<file path="src/rtl/conv_result_collector.sv">
// Result collector for the convolve datapath: tracks frame position, drops row-wrap
// window positions and buffers surviving pixels in a registered-output FWFT FIFO.
module conv_result_collector #(
    parameter int BITS        = 9,
    parameter int IMG_LENGTH  = 16,
    parameter int IMG_HEIGHT  = 16,
    parameter int KERNEL_SIZE = 3,
    parameter int FIFO_DEPTH  = 8,
    parameter int LVL_W       = $clog2(FIFO_DEPTH) + 1
) (
    input  logic             clk,
    input  logic             reset,
    input  logic             start,
    input  logic [BITS-1:0]  pixel_in,
    input  logic             pixel_valid,
    output logic [BITS-1:0]  pixel_out,
    output logic             out_valid,
    input  logic             out_ready,
    output logic [LVL_W-1:0] fifo_level,
    output logic             overflow,
    output logic             busy,
    output logic             frame_done
);

    localparam int OUT_ROWS = IMG_HEIGHT - KERNEL_SIZE + 1;
    localparam int LAST_COL = IMG_LENGTH - KERNEL_SIZE;
    localparam int COL_W    = (IMG_LENGTH > 1) ? $clog2(IMG_LENGTH) : 1;
    localparam int ROW_W    = (IMG_HEIGHT > 1) ? $clog2(IMG_HEIGHT) : 1;
    localparam int PTR_W    = $clog2(FIFO_DEPTH);

    localparam logic [1:0] S_IDLE  = 2'd0;
    localparam logic [1:0] S_RUN   = 2'd1;
    localparam logic [1:0] S_FLUSH = 2'd2;

    logic [1:0]       state;
    logic [ROW_W-1:0] row;
    logic [COL_W-1:0] col;
    logic [BITS-1:0]  mem [FIFO_DEPTH];
    logic [PTR_W-1:0] wr_ptr;
    logic [PTR_W-1:0] rd_ptr;
    logic [PTR_W-1:0] next_rd;
    logic [LVL_W-1:0] next_level;
    logic [BITS-1:0]  head_next;
    logic             beat;
    logic             keep;
    logic             full;
    logic             pop;
    logic             push;
    logic             last_beat;
    logic             last_col;

    assign out_valid  = (fifo_level != '0);
    assign busy       = (state != S_IDLE);
    assign frame_done = (state == S_FLUSH) && (fifo_level == '0);

    assign beat      = (state == S_RUN) && pixel_valid;
    assign keep      = beat && (col <= COL_W'(LAST_COL));
    assign full      = (fifo_level == LVL_W'(FIFO_DEPTH));
    assign pop       = out_valid && out_ready;
    // A full FIFO still accepts a push when the head leaves in the same cycle.
    assign push      = keep && (!full || pop);
    assign last_col  = (col == COL_W'(IMG_LENGTH - 1));
    assign last_beat = beat && last_col && (row == ROW_W'(OUT_ROWS - 1));
    assign next_rd   = pop ? rd_ptr + PTR_W'(1) : rd_ptr;

    always_comb begin
        next_level = fifo_level;
        case ({push, pop})
            2'b10:   next_level = fifo_level + LVL_W'(1);
            2'b01:   next_level = fifo_level - LVL_W'(1);
            default: next_level = fifo_level;
        endcase
    end

    // Next head: bypass pixel_in when the entry being written becomes the head.
    always_comb begin
        head_next = pixel_out;
        if (next_level != '0) begin
            if (fifo_level == '0 || (pop && fifo_level == LVL_W'(1)))
                head_next = pixel_in;
            else
                head_next = mem[next_rd];
        end
    end

    always_ff @(posedge clk) begin
        if (push)
            mem[wr_ptr] <= pixel_in;
    end

    always_ff @(posedge clk) begin
        if (reset) begin
            state      <= S_IDLE;
            row        <= '0;
            col        <= '0;
            wr_ptr     <= '0;
            rd_ptr     <= '0;
            fifo_level <= '0;
            pixel_out  <= '0;
            overflow   <= 1'b0;
        end else begin
            case (state)
                S_IDLE: begin
                    if (start)
                        state <= S_RUN;
                end
                S_RUN: begin
                    if (beat) begin
                        if (last_beat) begin
                            state <= S_FLUSH;
                            row   <= '0;
                            col   <= '0;
                        end else if (last_col) begin
                            col <= '0;
                            row <= row + ROW_W'(1);
                        end else begin
                            col <= col + COL_W'(1);
                        end
                    end
                end
                S_FLUSH: begin
                    if (frame_done)
                        state <= S_IDLE;
                end
                default: state <= S_IDLE;
            endcase

            if (push)
                wr_ptr <= wr_ptr + PTR_W'(1);
            rd_ptr     <= next_rd;
            fifo_level <= next_level;
            pixel_out  <= head_next;
            if (keep && full && !pop)
                overflow <= 1'b1;
        end
    end

endmodule

</file>
<file path="config.mk">
export PLATFORM = sky130hd
export DESIGN_NAME = conv_result_collector
export DESIGN_NICKNAME = d
export VERILOG_FILES = /design/src/rtl/conv_result_collector.sv
export SDC_FILE = /design/constraint.sdc
export NUM_CORES = 1
export LEC_CHECK = 0
export BUFFER_PORTS_ARGS = -buffer_cell sky130_fd_sc_hd__buf_2
export CAP_MARGIN = 10
export CORE_MARGIN = 2
export CORE_UTILIZATION = 36
export DETAILED_ROUTE_END_ITERATION = 10
export PLACE_DENSITY = 0.53
export SETUP_SLACK_MARGIN = 0.4
export SLEW_MARGIN = 10
export SYNTH_ARGS = -nofsm -noshare
export SYNTH_HDL_FRONTEND = slang
export SYNTH_SLANG_ARGS = --single-unit
</file>
<file path="constraint.sdc">
create_clock -name clk -period 2.5 [get_ports clk]
set_clock_uncertainty 0.05 [all_clocks]
set_input_delay 0.125 -clock clk [delete_from_list [all_inputs] [get_ports clk]]
set_output_delay 0.125 -clock clk [all_outputs]
set_load 0.05 [all_outputs]
</file>
==> summary.md, run 1 <==
| Metric | Value |
|---|---|
| Status | finished clean |
| Data required, critical path | 2.72 ns |
| First-pass GRT wire length | 17,900 um |
| Inserted Clock Buffers | 9 |
| Crit path arrival time | 2.70 ns |
| FF+latch count, synth | 102 |
| Row cnt | 40 |
| Area grow syn2layout | 42.2% |
| Final setup vio count | 0 |
| PD cells | 1140 nW/um^2 |
| Yosys cell types | 51 |
| Final instance area | 6200 um^2 |
| Max_cap viols | 0 |
| Syn_area_per_cell | between 10 and 15 um^2 |
| Worst min path class | in2reg |
| TritonCTS clock tree | done |
| Relative max-transition margin | 61.9% |
| Fill count | 1,000 |
| Wire length per cell | between 15 and 20 um |
| Initial DRC count | 218 |
| CP max FO | 8 |
| Warnings from Yosys | 0 |
| Synth async-reset ratio | 0% |
| Clk buf depth | 2 |
| Final HPWL DP | 6700 um |
| Total vias in the final route | 3,260 |
| Fin nets | between 400 and 500 |
| Worst-Skew Late Latency | approximately 0.36 ns |
| Placeable Area | roughly 12,000 um^2 |
| Placed cell area | around 5100 um^2 |
| Crit. End Element | flop |
| Routability cong. | about 0.8 |
| CTS Sinks | between 100 and 150 |
| DRC | 0 |
| Net Count, Synth | 370 |
| Final hold vios | 0 |
| Most frequent CP cell | inv_4 |
| Port-buffer cells | 30 |
| H-tree Lvls | 3 |
| Vias in the first global route | approximately 3,200 |
| Crit path max-delay family | simple AND/OR/NAND/NOR gates |
| Final ANT Viol Nets | 0 |
| Element type at the critical path start | flop |
| Fraction of layout cells with a size suffix above 1 | 41.7% |
| Die height | about 110 um |
| Die area | 13,000 um^2 |
| Seq. cell area | ~2800 um^2 |
| Slew at the pin closest to its max-slew limit | 0.572 ns |
| Fmax | 0.403 GHz |
| Seq/Total Area, Yosys | 63.4% |
| RSZ-0062 raised after global routing | true |
| Initial antenna violation count | 0 |
| Crit path cell chain | inv_4 -> ha_4 -> nor3b_4 -> inv_4 -> and2_4 -> a31oi_4 -> buf_6 -> buf_12 -> o22ai_2 -> or4_4 -> a311oi_2 |
| Gate Count Post-Synth | 346 |
| Worst-path clk slew | 0.08 ns |
| Crit Path Class | reg2reg |
| Setup_tns | 0 ns |
| Primary FF master, synth | edfxtp_1 |
| CP max stage cell | or4_4 |
| Peak VDD IR | 0.420 mV |
| Pin count of the biggest net entering global routing | 26 |
| Fin. max-slew vios | 0 |
| Tmin final | ~2.5 ns |
| Area of the multi-input gates | 1870 um^2 |
| Mean number of vias per cell | roughly 5.4 |
| Leakage dissipation | between 2 and 2.5 nW |
| Final WL | 12,000 um |
| Io pins | 31 |
| Max stage delay on crit path | between 0.4 and 0.5 ns |
| 1st-pass router iterations | 5 |
| GRT Util Overall | 18.9% |
| Synthesized cell area | around 4400 um^2 |
| EDFF count, synth | 72 |
| Critical path buffer and inverter count | 4 |
| Die Width | 114 um |
| CTS Root Cell | clkbuf_16 |
| # diodes | 0 |
| Fin crit share | about 100% |
| Initial Utilization | a little over a third |
| GRT overflow | 0 |
power breakdown:
group | internal [mW] | switching, mW | leakage (nW)
combinational | 1.67 | 1.99 | 1.16
clock | 0.707 | 0.699 | 0.143
sequential | 1.92 | 0.0808 | 0.897
total | 4.30 | 2.77 | 2.20
routing by layer:
layer	track usage [%]	wire length [um]
met5	0	0
met2	31.7	6080
met3	3.92	470
met1	23.8	5120
met4	7.89	289
cells in the final DEF, fill, tap and decap left out, types with 5 or more instances in the layout:
master / Yosys / final
nor2_1: 47 / 40
ha_1: 10 / 7
edfxtp_1: 72 / 72
o221ai_1: 9 / 6
buf_2: 7 / 30
dfxtp_1: 30 / 24
a311oi_1: 8 / 5
or4_1: 8 / 7
nand2_1: 16 / 13
a21oi_1: 19 / 17
clkbuf_16: 0 / 9
buf_12: 0 / 15
xnor2_1: 6 / 5
o22ai_1: 23 / 21
nor2_4: 0 / 7
buf_4: 0 / 49
buf_6: 3 / 14
o21ai_0: 5 / 5
a31oi_4: 2 / 6
path summary, 6_finish.rpt:
path,startpoint,to,slack [ns],cells past startpoint
worst min register to register,overflow,overflow,0.43,2
worst max-delay path,fifo_level[1],pixel_out[4],0.02,11
worst min-delay path,pixel_in[8],mem[6][8],0.01,1
worst max register to register,fifo_level[1],pixel_out[4],0.02,11
Yosys cell counts, types with 4 or more instances:
library cell | n | share of area [%]
inv_1 | 8 | 0.69
buf_2 | 7 | 0.80
or3_1 | 4 | 0.57
nand2_1 | 16 | 1.4
o21ai_0 | 5 | 0.57
nor2_1 | 47 | 4.0
mux2i_1 | 5 | 1.1
xor2_1 | 4 | 0.80
ha_1 | 10 | 2.9
or4_1 | 8 | 1.4
o221ai_1 | 9 | 1.8
nor3_1 | 6 | 0.69
o22ai_1 | 23 | 3.3
a211oi_1 | 5 | 0.86
dfxtp_1 | 30 | 14
clkbuf_1 | 7 | 0.60
a21oi_1 | 19 | 2.2
xnor2_1 | 6 | 1.2
a311oi_1 | 8 | 1.6
edfxtp_1 | 72 | 50
kinds of logic (layout without fill, tap and decap cells):
| group | Yosys count | count (layout) | synth area share (%) |
|---|---|---|---|
| fa+ha+maj | 10 | 10 | 2.87 |
| xor+xnor | 10 | 10 | 2.01 |
| compound gates | 83 | 85 | 13.5 |
| flops | 102 | 102 | 63.4 |
| buf+inv | 26 | 136 | 2.96 |
| simple gates | 106 | 106 | 12.6 |
| mux | 9 | 9 | 2.70 |
timing repair:
| item | in CTS | in global routing |
|---|---|---|
| pin swaps | 23 | 19 |
| endpoints found under the setup margin | 82 | 85 |
| hold buffers | 1 | 0 |
| setup buffers | 37 | 4 |
| gates resized for setup | 36 | 27 |
| hold endpoints to repair | 1 | 0 |
| gates cloned | 4 | 1 |
state kept, by name, summed over array words and instances (netlist names):
register / cells
mem: 72
col: 4
pixel_out: 9
wr_ptr: 3
overflow: 1
fifo_level: 4
rd_ptr: 3
state: 2
row: 4
final cells by class:
type	instances	share of cell area, %
Clock buffer	10	3.69
Clock inverter	6	0.969
Inverter	9	0.726
Multi-Input combinational cell	220	30.1
Sequential cell	102	44.8
Tap cell	147	2.97
Timing Repair Buffer	111	16.8
metrics by stage:
stage                     hold WS, ns  utilization [%]  cells  power, mW  setup slack, ns
final                          0.0115             52.1    605       7.07           0.0200
after global placement          0.334             42.4    542       4.53          -0.0216
after CTS                     0.00948             50.5    600       6.73           0.0746
after floorplan                 0.174                -    346       3.69          -0.0893
after detailed placement        0.344             42.4    542       4.54          -0.0414
after global routing           0.0204             52.1    605       7.39          -0.0737
Power figures use the tool's default switching activity.
==> run 2, diff against run 1 <==
==> constraint.sdc (replaced) <==
create_clock -name clk -period 2.5 [get_ports clk]
set_clock_uncertainty 0.05 [all_clocks]
set_input_delay 0.5 -clock clk [delete_from_list [all_inputs] [get_ports clk]]
set_output_delay 0.5 -clock clk [all_outputs]
set_load 0.05 [all_outputs]
==> run 2 against run 1 <==
  * Clock power up 3%
  * Die area unchanged
  * Count of clock-buffer cells in the layout up 2
  * Wire length down 7.3%
  * Worst hold slack better by 0.36 ns
  * Final area down 1.2%
  * Critical endpoint is now pixel_out[7]
==> summary.md, run 2 (same netlist as run 1, synthesis figures left out) <==
| Metric | Value |
|---|---|
| Worst min path class | in2reg |
| Worst slack at placement | -0.0789 ns (-0.0375 ns) |
| Crit path arrival time | 2.63 ns (-0.07 ns) |
| PD cells | 1130 nW/um^2 (-1.0%) |
| Worst-path clk slew | 0.07 ns (about the same) |
| Internal reg-to-reg setup slack | 0.08 ns (+0.06 ns) |
| Max_cap viols | 0 (unchanged) |
| GRT overflow | 0 (unchanged) |
| DRC | 0 (unchanged) |
| Hold-fix buffers, CTS | 0 (-1) |
| Crit. End Element | flop |
| Final ANT Viol Nets | 0 (unchanged) |
| Worst-Skew Late Latency | 0.35 ns (about the same) |
| Area grow syn2layout | 40.6% |
| Fin crit share | 96.6% (-2.6 points) |
| Worst Hold Launch | start |
| Pin count of the biggest net entering global routing | 26 (unchanged) |
| Final setup vio count | 0 (unchanged) |
| Element type at the critical path start | flop |
| Non-filler cells, final | 597 (-1.3%) |
| H-tree Lvls | 3 (unchanged) |
| TritonCTS clock tree | done |
| First-pass GRT wire length | 17,300 um (-3.2%) |
| Final WL | 11,100 um (-7.3%) |
| P_int | 4.35 mW (+1.1%) |
| Status | finished clean |
| Reg2reg end | pixel_out[7] |
| Fin nets | 469 (-1.7%) |
| Row cnt | 40 (unchanged) |
| Total vias in the final route | 3,215 (-1.4%) |
| Placeable Area | 11,900 um^2 (unchanged) |
| Inserted Clock Buffers | 9 (unchanged) |
| Clk buf depth | 2 (unchanged) |
| Die height | 114 um (unchanged) |
| Area of the multi-input gates | 1830 um^2 (-2.0%) |
| Initial antenna violation count | 0 (unchanged) |
| Fill count | 1,042 (+4.2%) |
| CP max FO | 8 (unchanged) |
| Wire length per cell | 18.6 um (-6.1%) |
| Slew at the pin closest to its max-slew limit | 0.389 ns (-0.183 ns) |
| Most common cell after layout, fill and taps aside | edfxtp_1 |
| Relative max-transition margin | 74.1% (+12 points) |
| Data required, critical path | 2.71 ns (about the same) |
| Fraction of layout cells with a size suffix above 1 | 41.3% (-0.37 points) |
| Leakage dissipation | 2.18 nW (-1.0%) |
| Final instance area | 6130 um^2 (-1.2%) |
| Post-layout util | 51.5% (-0.60 points) |
| CTS Sinks | 102 (unchanged) |
| Hold path depth | 3 (+2) |
| Part of the power in registers | 28.9% (+0.6 points) |
| Fin. max-slew vios | 0 (unchanged) |
| Sw Share | 37.1% (-2.0 points) |
| Worst r2r src | fifo_level[1] |
| Seq. cell area | 2780 um^2 (unchanged) |
| Fmax | 0.414 GHz (+2.6%) |
| Die area | 13,000 um^2 (unchanged) |
| 1st-pass router iterations | 4 (-1) |
| Peak VDD IR | 0.529 mV (+26%) |
| # diodes | 0 (unchanged) |
| Largest regs | mem: 72 flops, pixel_out: 9 flops |
| RSZ-0062 raised after global routing | true |
| Initial Utilization | 36.6% (unchanged) |
| Final hold vios | 0 (unchanged) |
| Sw Pwr | 2.57 mW (-7.2%) |
| Combinational share of power | 50.1% (-1.7 points) |
| Crit Path Class | reg2reg |
| Initial DRC count | 323 (+48%) |
| Mean number of vias per cell | 5.39 (about the same) |
| Placed cell area | 5080 um^2 (+0.64%) |
| Final HPWL DP | 6790 um (+1.3%) |
| Io pins | 31 (unchanged) |
| Die Width | 114 um (unchanged) |
| Most flop-heavy register | mem |
| Clock share of power | 21.0% (+1.1 points) |
| Vias in the first global route | 3,178 (-1.6%) |
| Worst Hold End | state[0] |
| Tmin final | 2.42 ns (-0.0638 ns) |
| Most frequent cells in the layout | edfxtp_1, buf_4, nor2_1 |
| Routability cong. | 0.785 (-2.3%) |
| CTS Root Cell | clkbuf_16 |
| Tot Pwr | 6.92 mW (-2.2%) |
| GRT Util Overall | 17.9% (-0.92 points) |
| Max reg flops | 72 (unchanged) |
| Fin worst setup slack | 0.0838 ns (+0.0638 ns) |
| Reg2Reg Depth | 12 (+1) |
| Placed Cells | 544 (+0.37%) |
| Port-buffer cells | 30 (unchanged) |
run 2: changes by cell type in the layout (fill, tap and decap cells not counted), sizes merged:
cell / before / now
a31oi: 6 / 4
clkbuf: 10 / 12
dlygate4sd3: 1 / 0
clkinvlp: 1 / 0
clkinv: 1 / 0
bufinv: 0 / 1
inv: 13 / 12
buf: 110 / 105
run 2: area by class of cell:
cell class | instances | area share, %
well taps | 147 | 3.00
clock inverters | 4 | 1.00
multi-input cells | 218 | 29.8
flip-flops and latches | 102 | 45.3
repair buffers | 105 | 16.2
inverters | 9 | 0.674
clock buffers | 12 | 4.02
run 2: layer usage:
layer  share of wire [%]  global-route usage [%]  vias up  wire, um
li1                    -                       -     1531         -
met4                 1.1                    5.12        0       124
met2                  51                    30.4       69      5650
met5                   0                       0        -         0
met1                  44                    22.9     1598      4890
met3                 3.8                    4.45       17       424
run 2: power by group through the flow:
stage	combinational [mW]	sequential [mW]	clock, mW
floorplan	1.41	2.28	0
global placement	2.46	2.03	0
detailed placement	2.50	2.04	0
CTS	3.35	2.00	1.47
global route	3.71	2.01	1.55
finish	3.47	2.00	1.45
run 2: worst max path at each step:
stage | cells after the start | startpoint | to | slack (ns)
after global routing | 12 | fifo_level[1] | pixel_out[3] | -0.01
after detailed placement | 7 | out_ready | pixel_out[7] | -0.08
after floorplan | 11 | fifo_level[1] | pixel_out[4] | -0.09
final | 12 | fifo_level[1] | pixel_out[7] | 0.08
after global placement | 10 | pixel_valid | pixel_out[6] | 0.02
after CTS | 12 | fifo_level[1] | pixel_out[4] | 0.10
run 2: stage by stage:
step	hold slack [ns]	setup TNS (ns)
6_report	0.367	0
5_1_grt	0.390	-0.0160
3_3_place_gp	0.408	0
2_1_floorplan	0.392	-0.119
4_1_cts	0.364	0
3_5_place_dp	0.412	-0.108
run 2: what timing repair did:
action | in CTS | in global routing
endpoints found under the setup margin | 83 | 66
buffers inserted | 30 | 5
resized for setup | 42 | 19
pin swaps | 24 | 20
gates cloned | 2 | 0
run 2: critical path, cell delays in order, from the launching register on:
cell and delay [ns]:
dfxtp_4 0.35, inv_4 0.06, ha_4 0.12, nor3b_4 0.22, inv_4 0.08, and2_4 0.15, buf_4 0.13, a31oi_4 0.15
buf_12 0.17, buf_6 0.11, o22ai_4 0.06, or4_4 0.42, a311oi_2 0.25
